$ cat src/rtl/spi_slave_counter_rx.sv
// SPI mode-0 slave that rebuilds the 14-bit counter from a 2-byte SS frame.
// The committed value is looped back on MISO during the next frame.
module spi_slave_counter_rx #(
  parameter int SYNC_STAGES = 2,
  parameter int CNT_W       = 14
) (
  input  logic             clk,
  input  logic             reset,
  input  logic             sclk,
  input  logic             mosi,
  input  logic             ss,
  output logic             miso,
  output logic [CNT_W-1:0] o_counter,
  output logic             o_valid,
  output logic             o_frame_err,
  output logic             o_busy
);

  typedef enum logic [1:0] {
    IDLE,
    RX_HIGH,
    RX_LOW,
    WAIT_SS
  } state_t;

  logic [SYNC_STAGES-1:0] r_sclk_sync;
  logic [SYNC_STAGES-1:0] r_mosi_sync;
  logic [SYNC_STAGES-1:0] r_ss_sync;
  logic [SYNC_STAGES-1:0] r_flush;
  logic                   r_sclk_d;
  logic                   r_ss_d;
  logic                   r_armed;

  logic w_sclk_s;
  logic w_mosi_s;
  logic w_ss_s;
  logic w_sync_ok;
  logic w_sclk_rise;
  logic w_sclk_fall;
  logic w_ss_rise;
  logic w_ss_fall;

  state_t r_state;
  state_t w_state_nxt;

  logic       w_start;
  logic       w_rx_bit;
  logic       w_tx_edge;
  logic       w_commit;
  logic       w_reject;

  logic [2:0] r_bit_cnt;
  logic [3:0] r_fall_cnt;
  logic [7:0] r_rx_shift;
  logic [7:0] r_tx_shift;
  logic [5:0] r_hi;
  logic [7:0] r_lo;
  logic       r_pad_err;
  logic       r_overrun;
  logic       r_commit;
  logic       r_reject;

  assign w_sclk_s  = r_sclk_sync[SYNC_STAGES-1];
  assign w_mosi_s  = r_mosi_sync[SYNC_STAGES-1];
  assign w_ss_s    = r_ss_sync[SYNC_STAGES-1];
  assign w_sync_ok = r_flush[SYNC_STAGES-1];

  assign w_sclk_rise = w_sclk_s & ~r_sclk_d;
  assign w_sclk_fall = ~w_sclk_s & r_sclk_d;
  assign w_ss_rise   = w_ss_s & ~r_ss_d;
  assign w_ss_fall   = ~w_ss_s & r_ss_d;

  // Input synchronizers; r_flush marks when the last stage holds a real
  // pin sample rather than its reset value.
  always_ff @(posedge clk or posedge reset) begin
    if (reset) begin
      r_sclk_sync <= '0;
      r_mosi_sync <= '0;
      r_ss_sync   <= '1;
      r_flush     <= '0;
    end else begin
      r_sclk_sync <= {r_sclk_sync[SYNC_STAGES-2:0], sclk};
      r_mosi_sync <= {r_mosi_sync[SYNC_STAGES-2:0], mosi};
      r_ss_sync   <= {r_ss_sync[SYNC_STAGES-2:0], ss};
      r_flush     <= {r_flush[SYNC_STAGES-2:0], 1'b1};
    end
  end

  // Delayed copies for edge detection, and the arm flag that blocks a
  // frame whose ss fall happened before or across reset release.
  always_ff @(posedge clk or posedge reset) begin
    if (reset) begin
      r_sclk_d <= 1'b0;
      r_ss_d   <= 1'b1;
      r_armed  <= 1'b0;
    end else begin
      r_sclk_d <= w_sclk_s;
      r_ss_d   <= w_ss_s;
      if (w_sync_ok && w_ss_s) begin
        r_armed <= 1'b1;
      end
    end
  end

  // FSM state register.
  always_ff @(posedge clk or posedge reset) begin
    if (reset) begin
      r_state <= IDLE;
    end else begin
      r_state <= w_state_nxt;
    end
  end

  // Next-state and per-cycle strobes; an ss rise wins over any sclk edge.
  always_comb begin
    w_state_nxt = r_state;
    w_start     = 1'b0;
    w_rx_bit    = 1'b0;
    w_tx_edge   = 1'b0;
    w_commit    = 1'b0;
    w_reject    = 1'b0;
    unique case (r_state)
      IDLE: begin
        if (w_ss_fall && r_armed) begin
          w_state_nxt = RX_HIGH;
          w_start     = 1'b1;
        end
      end
      RX_HIGH, RX_LOW: begin
        if (w_ss_rise) begin
          w_state_nxt = IDLE;
          w_reject    = 1'b1;
        end else begin
          w_rx_bit  = w_sclk_rise;
          w_tx_edge = w_sclk_fall;
          if (w_sclk_rise && r_bit_cnt == 3'd7) begin
            w_state_nxt = (r_state == RX_HIGH) ? RX_LOW : WAIT_SS;
          end
        end
      end
      WAIT_SS: begin
        if (w_ss_rise) begin
          w_state_nxt = IDLE;
          if (r_pad_err || r_overrun) begin
            w_reject = 1'b1;
          end else begin
            w_commit = 1'b1;
          end
        end else begin
          w_tx_edge = w_sclk_fall;
        end
      end
      default: begin
        w_state_nxt = IDLE;
      end
    endcase
  end

  // Receive and loopback shift registers plus frame error flags.
  always_ff @(posedge clk or posedge reset) begin
    if (reset) begin
      r_bit_cnt  <= '0;
      r_fall_cnt <= '0;
      r_rx_shift <= '0;
      r_tx_shift <= '0;
      r_hi       <= '0;
      r_lo       <= '0;
      r_pad_err  <= 1'b0;
      r_overrun  <= 1'b0;
    end else begin
      if (w_start) begin
        r_bit_cnt  <= '0;
        r_fall_cnt <= '0;
        r_pad_err  <= 1'b0;
        r_overrun  <= 1'b0;
        r_tx_shift <= {2'b00, o_counter[13:8]};
      end
      if (w_rx_bit) begin
        r_rx_shift <= {r_rx_shift[6:0], w_mosi_s};
        r_bit_cnt  <= r_bit_cnt + 3'd1;
        if (r_bit_cnt == 3'd7) begin
          if (r_state == RX_HIGH) begin
            r_hi      <= {r_rx_shift[4:0], w_mosi_s};
            r_pad_err <= |r_rx_shift[6:5];
          end else begin
            r_lo <= {r_rx_shift[6:0], w_mosi_s};
          end
        end
      end
      if (w_tx_edge) begin
        if (r_fall_cnt == 4'd7) begin
          r_tx_shift <= o_counter[7:0];
        end else begin
          r_tx_shift <= {r_tx_shift[6:0], 1'b0};
        end
        if (r_fall_cnt != 4'd15) begin
          r_fall_cnt <= r_fall_cnt + 4'd1;
        end
      end
      if (r_state == WAIT_SS && w_sclk_rise && !w_ss_rise) begin
        r_overrun <= 1'b1;
      end
    end
  end

  // Frame outcome is staged one cycle, then drives the output pulses.
  always_ff @(posedge clk or posedge reset) begin
    if (reset) begin
      r_commit    <= 1'b0;
      r_reject    <= 1'b0;
      o_valid     <= 1'b0;
      o_frame_err <= 1'b0;
      o_counter   <= '0;
    end else begin
      r_commit    <= w_commit;
      r_reject    <= w_reject;
      o_valid     <= r_commit;
      o_frame_err <= r_reject;
      if (r_commit) begin
        o_counter <= {r_hi, r_lo};
      end
    end
  end

  assign miso   = (r_state != IDLE) & r_tx_shift[7];
  assign o_busy = (r_state != IDLE);

endmodule

$ cat config.mk
export PLATFORM = sky130hd
export DESIGN_NAME = spi_slave_counter_rx
export DESIGN_NICKNAME = d
export VERILOG_FILES = /design/src/rtl/spi_slave_counter_rx.sv
export SDC_FILE = /design/constraint.sdc
export NUM_CORES = 1
export LEC_CHECK = 0
export BUFFER_PORTS_ARGS = -buffer_cell sky130_fd_sc_hd__clkbuf_2
export CORE_UTILIZATION = 37
export DETAILED_ROUTE_END_ITERATION = 12
export GPL_TIMING_DRIVEN = 0
export PLACE_DENSITY_LB_ADDON = 0.1
export SYNTH_ARGS = -nofsm -noshare
export SYNTH_HDL_FRONTEND = slang
export SYNTH_SLANG_ARGS = --single-unit
$ cat constraint.sdc
create_clock -name clk -period 2.4 [get_ports clk]
set_input_delay 0.12 -clock clk [delete_from_list [all_inputs] [get_ports clk]]
set_output_delay 0.12 -clock clk [all_outputs]
set_load 0.02 [all_outputs]
-- Word-level counts from Yosys, hierarchy flattened
Cells that the tools add are included.
- input bits: 5
- output and inout port bits: 18
- logic and storage cells: 93
- register bits after elaboration: 69
- eq/ne operators: 9
- $add $sub $neg: 2
- bitwise logic cells: 10
- reduce and logical (&&, ||, !) cells: 18
- mux-type cells: 33
- operator list (operator ; count):
    2-to-1 mux 8 bit ; 3
    2-to-1 mux 1 bit ; 19
    2-to-1 mux 4 bit ; 3
    AND reduction 3 bit ; 3
    2-to-1 mux 2 bit ; 4
    nonzero test 2 bit ; 4
    2-to-1 mux 3 bit ; 2
    case mux 2 bit (3 select lines) ; 1
    bitwise AND 1 bit ; 5
    logical AND 1 bit ; 5
    inverter 1 bit ; 5
    adder 4 x 1 -> 4 bit, second input constant ; 1
    == test 2 bit, second input constant ; 2
    == test 4 x 3 -> 1 bit, second input constant ; 1
    != test 2 bit, second input constant ; 2
    != test 4 bit, second input constant ; 1
    OR reduction 2 bit ; 2
    adder 3 x 1 -> 3 bit, second input constant ; 1
    == test 3 bit, second input constant ; 1
    != test 3 bit, second input constant ; 1
    OR reduction 3 bit ; 1
    == test 2 x 1 -> 1 bit, second input constant ; 1
    zero test 2 bit ; 1
    case mux 1 bit (2 select lines) ; 1
    other kinds (2) ; 2

-- Longest topological paths before layout
- depth after elaboration: 9
- mapped depth: 7
- gate-level depth less buffers: 6

-- Least setup slack after synthesis
Ideal clock, no wire load.
- path type: reg2reg
- start: reg r_state[0]
- end: reg r_lo[0]
- arrival: 1.610 ns
- cell stages (with the launch flop): 6
- period minus slack after synthesis: 1.735 ns
- slack: 0.665 ns
- setup time: 0.125 ns
- data required time: 2.275 ns
- path buffers: 0
- path through: dfrtp_1 > inv_1 > ha_1 > and2_4 > nor3b_4 > mux2_2
- longest elaborated chain between the ends: 4
- elaborated cells on any way between the ends: 6
- classes of those cells: eq/ne (2); mux (1); bitwise (1); reduce/logical (2)
- ends and longest elaborated chain (element ; line ; RTL):
    from (decl) ; 43 ; state_t r_state;
    from (signal assigned) ; 110 ; r_state <= w_state_nxt;
    == test 2 x 1 -> 1 bit or == test 2 bit (tied branches) ; 122, 182 ;
    OR reduction 2 bit ; 122 ; unique case (r_state)
    2-to-1 mux 1 bit ; 122 ;
    AND reduction 3 bit (no line) * ; -- ;
    to (signal assigned) ; 186 ; r_lo <= {r_rx_shift[6:0], w_mosi_s};
    to (decl) ; 57 ; logic [7:0] r_lo;
Every way passes the cells marked *; elsewhere a longest branch is shown, timed or not.
A chain may end at the register's enable or synchronous reset.

-- Worst setup path in the final report
- start: reg r_state[1]
- end: reg r_overrun
- longest elaborated chain between the ends: 4
- elaborated cells on any way between the ends: 7
- classes of those cells: eq/ne (1); mux (2); reduce/logical (4)
- ends and longest elaborated chain (element ; line ; RTL):
    == test 2 bit ; 200 ; if (r_state == WAIT_SS && w_sclk_rise && !w_ss_rise) begin
    logical AND 1 bit (2 in a row) ; 200 ;
    2-to-1 mux 1 bit or nonzero test 2 bit (tied branches) ; -- ;
    to (signal assigned) ; 169 ; r_overrun <= 1'b0;
    to (signal assigned) ; 175 ; r_overrun <= 1'b0;
    to (signal assigned) ; 201 ; r_overrun <= 1'b1;
    to (decl) ; 59 ; logic r_overrun;
Parallel ways exist; a longest one is shown, timed or not.

==> flow_metrics.py <==
metrics = {
    "timing": {
        "slew_headroom": 0.446,
        "fmax_mhz": 491,
        "maxSlewViolCount": 0,
        "rsz0062_at_grt": "false",
        "hold_viol": 0,
        "setup_violations": 0,
        "clock-skew-final_ns": 0.0106,
        "final.period_utilization": 0.849,
        "tns_ns": 0,
        "period_needed_ns": 2.04,
        "worst_pin_slew_ns": 0.831,
        "timing.final.ws_setup_ns": 0.362,
    },
    "cts": {
        "cts_root_buffer": "clkbuf_8",
        "clock_path_buffers": 2,
        "cts_buffers": 9,
        "cts_tree": "done",
        "clk_pin_slew_ns": 0.07,
        "htree_num_levels": 3,
        "clk_latency_ns": 0.33,
        "cts_sinks": 69,
        "cts_resized": 0,
    },
    "setup_path": {
        "startpoint_type": "flip-flop",
        "rrSetupSlack_ns": 0.36,
        "cp.required_ns": 2.63,
        "reg2reg_to": "r_overrun$_DFFE_PP0P_",
        "rr_startpoint": "r_state[1]$_DFFE_PP0P_",
        "worstPathArrival_ns": 2.26,
        "critPathMaxFanout": 10,
        "criticalPathCategory": "flip-flop to flip-flop",
        "rr_worst_depth": 5,
        "cp-end-kind": "flip-flop",
    },
    "finish": {
        "final_nets": 266,
        "fillers": 718,
        "final_util": 0.453,
        "syn_to_final_growth_pct": 17.2,
        "antenna_cells": 0,
        "fin_area_mm2": 0.00332,
        "drive_gt1_frac": 0.336,
    },
    "die": {
        "core-area_mm2": 0.00733,
        "num_io_pins": 23,
        "initial_core_util": 0.387,
        "fp.dieW_um": 89.5,
        "die_y_um": 89.5,
        "fp-row-count": 31,
        "dieArea_mm2": 0.00801,
    },
    "yosys": {
        "synth_most_common_cell": "dfrtp_1",
        "synth_warnings": 0,
        "synth_top_area_frac": 0.583,
        "avgSynthCellArea_um2": 13.1,
        "syn_nets": 229,
        "yosysSeqAreaShare": 0.611,
        "synthTopCellsByArea": "dfrtp_1 58%, mux2_2 15%, ha_1 3.1%",
        "synth-seq-cells": 69,
        "synthArstFlopShare": 1.00,
        "yosys-top-cells-count": "66 x dfrtp_1, 39 x mux2_2, 18 x nand2_1",
        "syn_inst": 217,
        "synth_edf_count": 0,
        "ys_types": 34,
        "synth_flop_cell": "dfrtp_1",
        "synth_top_area_cell": "dfrtp_1",
        "synth_area_mm2": 0.00283,
    },
    "routing": {
        "drc": 0,
        "antenna_left": 0,
        "drt_wl_total_um": 5030,
        "wl_per_cell_um": 14.1,
        "firstDrtPassIters": 4,
        "vias": 1698,
        "vias_per_cell": 4.74,
        "drt_iter0_markers": 87,
    },
    "global_route": {
        "grt_max_degree": 70,
        "antenna_found_initial": 0,
        "grt_usage": 0.148,
        "grt-ovfl-total": 0,
        "grt_pass1_vias": 1682,
        "grt_pass1_wl_um": 8740,
    },
    "pwr": {
        "ir_worst_vdd_uv": 342,
        "leakagePower_nw": 1.66,
        "powerDensity_mw_per_mm2": 978,
    },
    "hold_path": {
        "whs_path_depth": 0,
        "hp-class": "flip-flop to flip-flop",
        "hp-start": "r_flush[0]$_DFF_PP0_",
        "hold-path-endpoint": "r_flush[1]$_DFF_PP0_",
    },
    "placement": {
        "portBuffers": 22,
        "gp_congestion": 0.704,
        "place_ws_ns": 0.305,
        "placed_area_mm2": 0.00307,
        "hpwl_um": 3500,
    },
    "run": {
        "maxCapViolCount": 0,
    },
    "run_status": {
        "status": "completed",
    },
}
## final cells by class
class	count	area [um^2]	area share
repair buffers	26	150	0.0452
clock buffers	13	169	0.0508
well taps	99	124	0.0373
clock inverters	3	42.5	0.0128
inverters	11	43.8	0.0132
plain buffers	6	28.8	0.00866
multi-input cells	131	1030	0.311
flip-flops and latches	69	1730	0.521
## cell families (layout without fill, tap and decap cells)
group,after synthesis,after routing,synth area share
AO/OA/AOI/OAI,22,22,0.0486
adder cells (fa/ha/maj),7,7,0.0309
buffers and inverters,17,59,0.0247
flip-flops,69,69,0.611
multiplexers,46,46,0.180
other,1,1,0.00132
AND/OR/NAND/NOR,55,55,0.104
## through the flow
stage / std cells / total power [W] / hold WS (ns)
6_report: 358 / 0.00325 / 0.350
5_1_grt: 358 / 0.00347 / 0.361
4_1_cts: 358 / 0.00330 / 0.353
3_5_place_dp: 338 / 0.00230 / 0.209
3_3_place_gp: 338 / 0.00229 / 0.208
2_1_floorplan: 217 / 0.00210 / 0.124
## worst max path at each step
stage,start,to,cells past startpoint
after floorplan,reset,o_counter[0]$_DFFE_PP0P_,1
after global placement,reset,r_lo[4]$_DFFE_PP0P_,2
after detailed placement,r_state[1]$_DFFE_PP0P_,r_fall_cnt[3]$_DFF_PP0_,6
after CTS,r_state[1]$_DFFE_PP0P_,r_fall_cnt[3]$_DFF_PP0_,6
after global routing,r_state[0]$_DFFE_PP0P_,r_bit_cnt[1]$_DFFE_PP0P_,6
final,r_state[1]$_DFFE_PP0P_,r_overrun$_DFFE_PP0P_,5
## layout by cell type, fill, tap and decap left out, types with 2 or more instances in the layout
cell type and n:
ha_1 7, o211ai_1 2, nor3_1 2, a21oi_1 2, nor2b_1 3, clkbuf_2 22, inv_1 10, a31oi_1 6
nand2_1 18, clkbuf_8 12, clkbuf_1 4, dlygate4sd3_1 4, nor2_1 8, dfrtp_1 66, mux2i_1 7, buf_2 2
mux2_2 39, nand3_1 11, dfstp_2 3, nand4b_1 2, o21ai_0 8, nand2b_1 2
## metal layers
layer | vias to the layer above | wire length [um] | track usage
met5 | - | 0 | 0
met4 | 0 | 63 | 0.0563
met3 | 9 | 154 | 0.0425
met2 | 22 | 2160 | 0.210
met1 | 836 | 2650 | 0.214
li1 | 831 | - | -
## registers in the layout, summed over array words and instances (netlist names), 2 cells and up
register and count:
o_counter 14, r_bit_cnt 3, r_fall_cnt 4, r_flush 2
r_hi 6, r_lo 8, r_mosi_sync 2, r_rx_shift 7
r_sclk_sync 2, r_ss_sync 2, r_state 2, r_tx_shift 8
## what timing repair did
action / in CTS / in global routing
hold buffers: 4 / 0
hold endpoints to repair: 69 / 0
buffers inserted: 0 / 0
## worst max-delay path, stage by stage, from the launching register on
cell      delay (ns)
dfrtp_1         0.39
inv_1           0.11
ha_1            0.31
nand4b_1        0.45
clkbuf_1        0.39
a32o_1          0.27
## power by group
group          total (W)  internal, W  leakage, nW  switching [W]
clock network   0.000983     0.000564        0.106       0.000418
registers        0.00152      0.00137        0.902       0.000150
logic           0.000742     0.000351        0.657       0.000390
total            0.00325      0.00229         1.66       0.000959
Power figures use the tool's default switching activity.
